==> src/rtl/axi_rd_burst_engine_pkg.sv <==
// Shared AXI constants and engine FSM encoding for the iDMA read/write engines.
package idma_axi_pkg;
   localparam logic [1:0]  AXI_BURST_INCR = 2'b01;
   localparam logic [1:0]  AXI_RESP_OKAY  = 2'b00;
   localparam int unsigned PAGE_BYTES     = 4096;

   typedef enum logic [1:0] {
      IDLE,
      CALC,
      ISSUE,
      DRAIN
   } eng_state_e;
endpackage

==> src/rtl/axi_rd_burst_engine_if.sv <==
// Descriptor, AR, R, rdata-FIFO and status signals of the iDMA AXI read engine.
interface axi_rd_burst_engine_if #(
   parameter int AXI_IDW      = 4,
   parameter int AXI_LOCKW    = 2,
   parameter int AXI_DATA_WID = 256,
   parameter int AXI_STRBW    = AXI_DATA_WID / 8,
   parameter int AXI_LENW     = 8
);
   logic                    desc_valid;
   logic                    desc_ready;
   logic [31:0]             desc_addr;
   logic [31:0]             desc_num_word;
   logic [3:0]              cfg_outstd;
   logic                    cfg_cross4k_en;
   logic                    o_arvalid;
   logic [AXI_IDW-1:0]      o_arid;
   logic [31:0]             o_araddr;
   logic [AXI_LENW-1:0]     o_arlen;
   logic [2:0]              o_arsize;
   logic [1:0]              o_arburst;
   logic [AXI_LOCKW-1:0]    o_arlock;
   logic [3:0]              o_arcache;
   logic [2:0]              o_arprot;
   logic                    i_arready;
   logic                    i_rvalid;
   logic [AXI_DATA_WID-1:0] i_rdata;
   logic [AXI_IDW-1:0]      i_rid;
   logic [1:0]              i_rresp;
   logic                    i_rlast;
   logic                    o_rready;
   logic                    rdata_fifo_full;
   logic                    rdata_fifo_push;
   logic [AXI_DATA_WID-1:0] rdata_fifo_data;
   logic [AXI_STRBW-1:0]    rdata_fifo_strb;
   logic                    rd_err;
   logic                    read_all_done;

   modport master (
      input  desc_valid, desc_addr, desc_num_word, cfg_outstd, cfg_cross4k_en,
      input  i_arready, i_rvalid, i_rdata, i_rid, i_rresp, i_rlast, rdata_fifo_full,
      output desc_ready, o_arvalid, o_arid, o_araddr, o_arlen, o_arsize, o_arburst,
      output o_arlock, o_arcache, o_arprot, o_rready,
      output rdata_fifo_push, rdata_fifo_data, rdata_fifo_strb, rd_err, read_all_done
   );

   modport slave (
      output desc_valid, desc_addr, desc_num_word, cfg_outstd, cfg_cross4k_en,
      output i_arready, i_rvalid, i_rdata, i_rid, i_rresp, i_rlast, rdata_fifo_full,
      input  desc_ready, o_arvalid, o_arid, o_araddr, o_arlen, o_arsize, o_arburst,
      input  o_arlock, o_arcache, o_arprot, o_rready,
      input  rdata_fifo_push, rdata_fifo_data, rdata_fifo_strb, rd_err, read_all_done
   );
endinterface

==> src/rtl/axi_rd_burst_engine_len_calc.sv <==
// Burst length for the next AR: min(remaining beats, MAX_BURST, beats left in the 4 KB page).
module axi_burst_len_calc
   import idma_axi_pkg::*;
#(
   parameter int AXI_STRBW = 32,
   parameter int MAX_BURST = 16
) (
   input  logic [31:0] addr_i,
   input  logic [31:0] rem_i,
   input  logic        cross4k_en_i,
   output logic [31:0] blen_o
);
   localparam int OFFW = $clog2(AXI_STRBW);

   logic [31:0] page_beats;
   logic [31:0] cap;
   logic [19:0] unused_addr_hi;

   assign unused_addr_hi = addr_i[31:12];

   // addr_i is beat aligned, so the page remainder divides exactly.
   always_comb begin
      page_beats = (32'(PAGE_BYTES) - {20'd0, addr_i[11:0]}) >> OFFW;
      cap        = (rem_i > 32'(MAX_BURST)) ? 32'(MAX_BURST) : rem_i;
      blen_o     = (cross4k_en_i && (cap > page_beats)) ? page_beats : cap;
   end
endmodule

==> src/rtl/axi_rd_burst_engine.sv <==
// iDMA AXI read engine: splits one descriptor into AR bursts and streams R beats to the rdata FIFO.
module axi_rd_burst_engine
   import idma_axi_pkg::*;
#(
   parameter int                 AXI_IDW      = 4,
   parameter int                 AXI_LOCKW    = 2,
   parameter int                 AXI_DATA_WID = 256,
   parameter int                 AXI_STRBW    = AXI_DATA_WID / 8,
   parameter int                 AXI_LENW     = 8,
   parameter int                 MAX_BURST    = 16,
   parameter int                 MAX_OUTSTD   = 8,
   parameter logic [AXI_IDW-1:0] ID           = '0
) (
   input logic                   aclk,
   input logic                   areset,
   axi_rd_burst_engine_if.master bus
);
   localparam int OFFW = $clog2(AXI_STRBW);
   localparam int OUTW = $clog2(MAX_OUTSTD + 1);

   eng_state_e         state_q, state_d;
   logic [31:0]        addr_q, addr_d, rem_q, rem_d, blen_q, blen_d, blen_calc;
   logic [OUTW-1:0]    outstd_q, outstd_d, lim;
   logic [31:0]        lim_c;
   logic               rd_err_q, rd_err_d, done_q, done_d;
   logic               arvalid, ar_hs, rready, r_hs, rlast_hs, in_issue;
   logic [AXI_IDW-1:0] unused_rid;

   assign unused_rid = bus.i_rid;

   axi_burst_len_calc #(
      .AXI_STRBW (AXI_STRBW),
      .MAX_BURST (MAX_BURST)
   ) u_len_calc (
      .addr_i       (addr_q),
      .rem_i        (rem_q),
      .cross4k_en_i (bus.cfg_cross4k_en),
      .blen_o       (blen_calc)
   );

   always_comb begin
      lim_c = {28'd0, bus.cfg_outstd};
      if (lim_c == 32'd0) lim_c = 32'd1;
      if (lim_c > 32'(MAX_OUTSTD)) lim_c = 32'(MAX_OUTSTD);
      lim = OUTW'(lim_c);
   end

   // R path: ready only while a burst is in flight, so stale beats after reset are refused.
   assign rready   = !bus.rdata_fifo_full && (outstd_q != '0);
   assign r_hs     = bus.i_rvalid && rready;
   assign rlast_hs = r_hs && bus.i_rlast;
   assign ar_hs    = arvalid && bus.i_arready;
   assign outstd_d = outstd_q + OUTW'(ar_hs) - OUTW'(rlast_hs);

   always_comb begin
      state_d  = state_q;
      addr_d   = addr_q;
      rem_d    = rem_q;
      blen_d   = blen_q;
      rd_err_d = rd_err_q;
      done_d   = 1'b0;
      arvalid  = 1'b0;
      if (r_hs && (bus.i_rresp != AXI_RESP_OKAY)) rd_err_d = 1'b1;
      case (state_q)
         IDLE: begin
            if (bus.desc_valid) begin
               addr_d   = bus.desc_addr & ~32'(AXI_STRBW - 1);
               rem_d    = bus.desc_num_word;
               rd_err_d = 1'b0;
               state_d  = (bus.desc_num_word == 32'd0) ? DRAIN : CALC;
            end
         end
         CALC: begin
            blen_d  = blen_calc;
            state_d = ISSUE;
         end
         ISSUE: begin
            // Only R completions change outstd_q here, so arvalid cannot drop before arready.
            arvalid = (outstd_q < lim);
            if (arvalid && bus.i_arready) begin
               addr_d  = addr_q + (blen_q << OFFW);
               rem_d   = rem_q - blen_q;
               state_d = (rem_q == blen_q) ? DRAIN : CALC;
            end
         end
         DRAIN: begin
            if (outstd_q == '0) begin
               done_d  = 1'b1;
               state_d = IDLE;
            end
         end
         default: state_d = IDLE;
      endcase
   end

   always_ff @(posedge aclk) begin
      if (areset) begin
         state_q  <= IDLE;
         outstd_q <= '0;
         rd_err_q <= 1'b0;
         done_q   <= 1'b0;
      end else begin
         state_q  <= state_d;
         outstd_q <= outstd_d;
         rd_err_q <= rd_err_d;
         done_q   <= done_d;
      end
   end

   always_ff @(posedge aclk) begin
      addr_q <= addr_d;
      rem_q  <= rem_d;
      blen_q <= blen_d;
   end

   assign in_issue            = (state_q == ISSUE);
   assign bus.desc_ready      = (state_q == IDLE);
   assign bus.o_arvalid       = arvalid;
   assign bus.o_arid          = in_issue ? ID : '0;
   assign bus.o_araddr        = in_issue ? addr_q : '0;
   assign bus.o_arlen         = in_issue ? AXI_LENW'(blen_q - 32'd1) : '0;
   assign bus.o_arsize        = in_issue ? 3'(OFFW) : '0;
   assign bus.o_arburst       = in_issue ? AXI_BURST_INCR : '0;
   assign bus.o_arlock        = '0;
   assign bus.o_arcache       = '0;
   assign bus.o_arprot        = '0;
   assign bus.o_rready        = rready;
   assign bus.rdata_fifo_push = r_hs;
   assign bus.rdata_fifo_data = r_hs ? bus.i_rdata : '0;
   assign bus.rdata_fifo_strb = r_hs ? '1 : '0;
   assign bus.rd_err          = rd_err_q;
   assign bus.read_all_done   = done_q;
endmodule

==> src/flat_wrapper.sv <==
// flat-port wrapper written by rule: the top's interface ports become plain ports
module axi_rd_burst_engine_flat import idma_axi_pkg::*;
#(
   parameter int                 AXI_IDW      = 4,
   parameter int                 AXI_LOCKW    = 2,
   parameter int                 AXI_DATA_WID = 256,
   parameter int                 AXI_STRBW    = AXI_DATA_WID / 8,
   parameter int                 AXI_LENW     = 8,
   parameter int                 MAX_BURST    = 16,
   parameter int                 MAX_OUTSTD   = 8,
   parameter logic [AXI_IDW-1:0] ID           = '0
)
  (aclk, areset, bus_desc_valid, bus_desc_addr, bus_desc_num_word, bus_cfg_outstd, bus_cfg_cross4k_en, bus_i_arready, bus_i_rvalid, bus_i_rdata, bus_i_rid, bus_i_rresp, bus_i_rlast, bus_rdata_fifo_full, bus_desc_ready, bus_o_arvalid, bus_o_arid, bus_o_araddr, bus_o_arlen, bus_o_arsize, bus_o_arburst, bus_o_arlock, bus_o_arcache, bus_o_arprot, bus_o_rready, bus_rdata_fifo_push, bus_rdata_fifo_data, bus_rdata_fifo_strb, bus_rd_err, bus_read_all_done);
  axi_rd_burst_engine_if #(.AXI_IDW(AXI_IDW), .AXI_LOCKW(AXI_LOCKW), .AXI_DATA_WID(AXI_DATA_WID), .AXI_STRBW(AXI_STRBW), .AXI_LENW(AXI_LENW)) bus_i ();
  input logic aclk;
  input logic areset;
  input wire logic [$bits(bus_i.desc_valid)-1:0] bus_desc_valid;
  input wire logic [$bits(bus_i.desc_addr)-1:0] bus_desc_addr;
  input wire logic [$bits(bus_i.desc_num_word)-1:0] bus_desc_num_word;
  input wire logic [$bits(bus_i.cfg_outstd)-1:0] bus_cfg_outstd;
  input wire logic [$bits(bus_i.cfg_cross4k_en)-1:0] bus_cfg_cross4k_en;
  input wire logic [$bits(bus_i.i_arready)-1:0] bus_i_arready;
  input wire logic [$bits(bus_i.i_rvalid)-1:0] bus_i_rvalid;
  input wire logic [$bits(bus_i.i_rdata)-1:0] bus_i_rdata;
  input wire logic [$bits(bus_i.i_rid)-1:0] bus_i_rid;
  input wire logic [$bits(bus_i.i_rresp)-1:0] bus_i_rresp;
  input wire logic [$bits(bus_i.i_rlast)-1:0] bus_i_rlast;
  input wire logic [$bits(bus_i.rdata_fifo_full)-1:0] bus_rdata_fifo_full;
  output wire logic [$bits(bus_i.desc_ready)-1:0] bus_desc_ready;
  output wire logic [$bits(bus_i.o_arvalid)-1:0] bus_o_arvalid;
  output wire logic [$bits(bus_i.o_arid)-1:0] bus_o_arid;
  output wire logic [$bits(bus_i.o_araddr)-1:0] bus_o_araddr;
  output wire logic [$bits(bus_i.o_arlen)-1:0] bus_o_arlen;
  output wire logic [$bits(bus_i.o_arsize)-1:0] bus_o_arsize;
  output wire logic [$bits(bus_i.o_arburst)-1:0] bus_o_arburst;
  output wire logic [$bits(bus_i.o_arlock)-1:0] bus_o_arlock;
  output wire logic [$bits(bus_i.o_arcache)-1:0] bus_o_arcache;
  output wire logic [$bits(bus_i.o_arprot)-1:0] bus_o_arprot;
  output wire logic [$bits(bus_i.o_rready)-1:0] bus_o_rready;
  output wire logic [$bits(bus_i.rdata_fifo_push)-1:0] bus_rdata_fifo_push;
  output wire logic [$bits(bus_i.rdata_fifo_data)-1:0] bus_rdata_fifo_data;
  output wire logic [$bits(bus_i.rdata_fifo_strb)-1:0] bus_rdata_fifo_strb;
  output wire logic [$bits(bus_i.rd_err)-1:0] bus_rd_err;
  output wire logic [$bits(bus_i.read_all_done)-1:0] bus_read_all_done;
  assign bus_i.desc_valid = bus_desc_valid;
  assign bus_i.desc_addr = bus_desc_addr;
  assign bus_i.desc_num_word = bus_desc_num_word;
  assign bus_i.cfg_outstd = bus_cfg_outstd;
  assign bus_i.cfg_cross4k_en = bus_cfg_cross4k_en;
  assign bus_i.i_arready = bus_i_arready;
  assign bus_i.i_rvalid = bus_i_rvalid;
  assign bus_i.i_rdata = bus_i_rdata;
  assign bus_i.i_rid = bus_i_rid;
  assign bus_i.i_rresp = bus_i_rresp;
  assign bus_i.i_rlast = bus_i_rlast;
  assign bus_i.rdata_fifo_full = bus_rdata_fifo_full;
  assign bus_desc_ready = bus_i.desc_ready;
  assign bus_o_arvalid = bus_i.o_arvalid;
  assign bus_o_arid = bus_i.o_arid;
  assign bus_o_araddr = bus_i.o_araddr;
  assign bus_o_arlen = bus_i.o_arlen;
  assign bus_o_arsize = bus_i.o_arsize;
  assign bus_o_arburst = bus_i.o_arburst;
  assign bus_o_arlock = bus_i.o_arlock;
  assign bus_o_arcache = bus_i.o_arcache;
  assign bus_o_arprot = bus_i.o_arprot;
  assign bus_o_rready = bus_i.o_rready;
  assign bus_rdata_fifo_push = bus_i.rdata_fifo_push;
  assign bus_rdata_fifo_data = bus_i.rdata_fifo_data;
  assign bus_rdata_fifo_strb = bus_i.rdata_fifo_strb;
  assign bus_rd_err = bus_i.rd_err;
  assign bus_read_all_done = bus_i.read_all_done;
  axi_rd_burst_engine #(.AXI_IDW(AXI_IDW), .AXI_LOCKW(AXI_LOCKW), .AXI_DATA_WID(AXI_DATA_WID), .AXI_STRBW(AXI_STRBW), .AXI_LENW(AXI_LENW), .MAX_BURST(MAX_BURST), .MAX_OUTSTD(MAX_OUTSTD), .ID(ID)) u_core (.aclk(aclk), .areset(areset), .bus(bus_i));
endmodule
==> config.mk <==
export PLATFORM = sky130hd
export DESIGN_NAME = axi_rd_burst_engine_flat
export DESIGN_NICKNAME = d
export VERILOG_FILES = /design/src/rtl/axi_rd_burst_engine_pkg.sv /design/src/rtl/axi_rd_burst_engine_if.sv /design/src/rtl/axi_rd_burst_engine_len_calc.sv /design/src/rtl/axi_rd_burst_engine.sv /design/src/flat_wrapper.sv
export SDC_FILE = /design/constraint.sdc
export NUM_CORES = 1
export LEC_CHECK = 0
export ABC_AREA = 1
export BUFFER_PORTS_ARGS = -buffer_cell sky130_fd_sc_hd__buf_2
export CAP_MARGIN = 25
export CORE_AREA = 3 3 265 267
export CTS_CLUSTER_SIZE = 25
export DETAILED_ROUTE_END_ITERATION = 6
export DIE_AREA = 0 0 268 270
export GPL_ROUTABILITY_DRIVEN = 0
export GPL_TIMING_DRIVEN = 0
export MAX_ROUTING_LAYER = met4
export PLACE_DENSITY_LB_ADDON = 0.2
export RECOVER_POWER = 50
export SLEW_MARGIN = 20
export SYNTH_ARGS = -nofsm -noshare
export SYNTH_HDL_FRONTEND = slang
export SYNTH_SLANG_ARGS = --single-unit
==> constraint.sdc <==
create_clock -name aclk -period 4.2 [get_ports aclk]
set_clock_uncertainty 0.1 [all_clocks]
set_input_delay 0.21 -clock aclk [delete_from_list [all_inputs] [get_ports aclk]]
set_output_delay 0.21 -clock aclk [all_outputs]
set_load 0.005 [all_outputs]
==> impl_results.md <==
* Outcome: complete, no violations
* Critical path's top delay family: simple AND/OR/NAND/NOR gates
* Clock Tree Buf Depth at 2
* Final WL at 78100 µm
* PwrDens at 351 nW/µm²
* GRT Overall Usage at 21.2%
* RSZ-0062 raised after global routing: no
* Routed vias/inst at 3.94
* Req. time, crit path at 3.89 ns
* Critical Path Max Stage Delay at 0.60 ns
* Drt first pass iters at 5
* Largest net degree at the start of global routing at 48
* Worst-margin pin slew at 1.43 ns
* Syn avg cell area at 5.86 µm²
* Crit path time final at 3.64 ns
* Clk Latency, worst-skew pair at 0.38 ns
* Crit path max fanout at 19
* Avg WL per Cell at 21.3 µm
* Ys Warns at 0
* Final Slew Violations at 0
* Rel. slew slack at 4.55%
* CTS Sinks at 99
* DRC Markers at 0
* Crit-path cells: inv_1 > ha_1 > nand3_1 > inv_1 > nor3b_4 > buf_6 > inv_2 > buf_6 > buf_6 > nor2_1 > buf_2
* Setup_tns at 0 ns
* Post-CTS sizing at 0
* DR vias at 14.5k
* CP most frequent cell: buf_6
* Util after Layout at 24.8%
* # H-tree levels at 3
* Most common cell after layout, fill and taps aside: buf_2
* I/O Pins at 690
* Worst Path Buf+Inv at 7
* Post-Syn Area at 12000 µm²
* CP arrival at 3.33 ns
* FP Rows at 96
* Peak VDD IR at 0.203 mV
* Port bufs at 660
* Vias in the first global route at 13.8k
* Initial antenna violation count at 22
* Max-cap check violation count at 0
* First-pass GRT wire length at 105000 µm
* Kind of critical path: reg2out
* Grt ovf at 0
* Core ar. at 68300 µm²
* Hold endpoint: u_core.addr_q[28]$_DFFE_PP_
* Starting Density at 17.5%
* Pleak at 10.8 nW
* R2R Path End: u_core.outstd_q[1]$_SDFF_PP0_
* Hpwl dp at 70900 µm
* Routed Antenna Nets at 0
* Layout area overhead at 41.6%
* Fillers at 7955
* Final Hold Viols at 0
* CTS tree: done
* Fmax at 0.275 GHz
* Hold wc startpoint: bus_desc_addr[28]
* Yosys cell types at 39
* Nets at 3198
* TritonCTS Buffers at 9
* Share of layout cells above drive strength 1 at 26.3%
* R2r setup slk at 0.59 ns
* Final worst slack at 0.558 ns
* Pre-CTS WS at 0.656 ns
* CTS clk-pin slew, worst paths at 0.07 ns
* Sequential area share after synthesis at 24.1%
* Clk root buf: clkbuf_16
* Number of synthesized register bits at 99
* Die Area at 72400 µm²
* Most frequent cells in the layout: buf_2, inv_1, nand2_1
* Die height at 270 µm
* Chip width at 268 µm
* WHS Path Cells at 3
* Syn Inst Count at 2046
* Final Setup Violations at 0
* Worst reg-to-reg path cell count at 16
* Crit end category: primary output
* Hold Crit Class: in2reg
* Reg-to-reg startpoint: u_core.outstd_q[2]$_SDFF_PP0_
* Startpoint types: register
* Slowest-stage cell, CP: nor2_1
* Tcrit/Tclk final at 86.7%
* Iteration-0 DRC Markers at 953
## per-stage QoR
stage               hold WS, ns  cells  total power [mW]  cell area [µm²]
CTS                     0.00115   3669              6.09            17100
floorplan                 0.181   2092              3.53            12200
global route             0.0221   3675              6.48            17000
global placement          0.351   3634              5.10            16600
finish                   0.0242   3676              5.96            17000
detailed placement        0.355   3637              5.09            16600
## power breakdown
part	internal, mW	total (mW)	switching (mW)
Combinational	1.29	3.59	2.29
Sequential	1.29	1.42	0.124
Clock	0.522	0.952	0.431
Total	3.11	5.96	2.85
## synthesized netlist by cell type, drive strengths merged
cell	count	share of area [%]
o21a	1	0.063
dfxtp	8	1.3
nor2	401	13
nor4	6	0.31
a21oi	50	2.1
nand3	92	4.0
nand2	512	16
fa	3	0.50
conb	1	0.031
o31a	1	0.073
or2	7	0.37
nand4	22	1.1
o21bai	5	0.31
inv	551	17
buf	91	6.3
a211oi	2	0.13
nor3b	1	0.16
edfxtp	91	23
xor2	7	0.51
a21o	2	0.13
nor3	26	1.1
nand3b	3	0.19
and2	7	0.37
ha	75	7.8
o21ai	47	2.0
clkbuf	10	0.48
xnor2	24	1.8
## worst min-delay path, cell delays in order
cell and delay [ns]:
buf_2 0.08, nand2_1 0.04, nand2_1 0.05
## cell type report
cell class | count | area, µm² | share of cell area [%]
diodes | 7 | 17.5 | 0.103
plain buffers | 101 | 779 | 4.59
clock buffers | 9 | 225 | 1.33
clock inverters | 7 | 91.3 | 0.538
inverters | 551 | 2070 | 12.2
multi-input cells | 1341 | 6360 | 37.5
flip-flops and latches | 99 | 2890 | 17.0
well taps | 882 | 1100 | 6.50
repair buffers | 679 | 3440 | 20.3
## registers in the layout, indices dropped and copies added (netlist names)
register / cells
u_core.outstd_q: 4
u_core.bus.read_all_done: 1
u_core.bus.rd_err: 1
u_core.blen_q: 32
u_core.addr_q: 27
u_core.rem_q: 32
u_core.state_q: 2
## timing repair
| action | in CTS | in global routing |
|---|---|---|
| setup buffers | 0 | 0 |
| hold endpoints to repair | 20 | 0 |
| hold buffers | 16 | 0 |
## logic make-up after synthesis
family	synth area share, %
AND/OR/NAND/NOR	36.5
buffers and inverters	24.1
AO/OA/AOI/OAI	4.75
flip-flops	24.1
adder cells (fa/ha/maj)	8.33
XOR/XNOR	2.26
other	0.0313
## worst max path at each step
stage / start / end / slack (ns) / cells after the start
floorplan: u_core.outstd_q[2]$_SDFF_PP0_ / u_core.outstd_q[1]$_SDFF_PP0_ / 1.05 / 15
global placement: u_core.outstd_q[2]$_SDFF_PP0_ / u_core.outstd_q[1]$_SDFF_PP0_ / 0.19 / 15
detailed placement: u_core.outstd_q[2]$_SDFF_PP0_ / u_core.outstd_q[1]$_SDFF_PP0_ / 0.66 / 16
CTS: u_core.outstd_q[2]$_SDFF_PP0_ / bus_rdata_fifo_data[194] / 0.35 / 11
global route: u_core.outstd_q[2]$_SDFF_PP0_ / bus_rdata_fifo_data[194] / 0.23 / 11
finish: u_core.outstd_q[2]$_SDFF_PP0_ / bus_rdata_fifo_data[194] / 0.56 / 11
## per-layer routing
metal  share of wire [%]  vias to the layer above  global-route usage [%]
li1                    -                     7417                       -
met1                  41                     6387                    25.1
met2                  49                      606                    37.0
met3                 8.7                       59                    5.62
met4                 1.3                        0                    2.41
met5                   0                        -                       -
No activity file was read; power rests on OpenSTA's default activity.
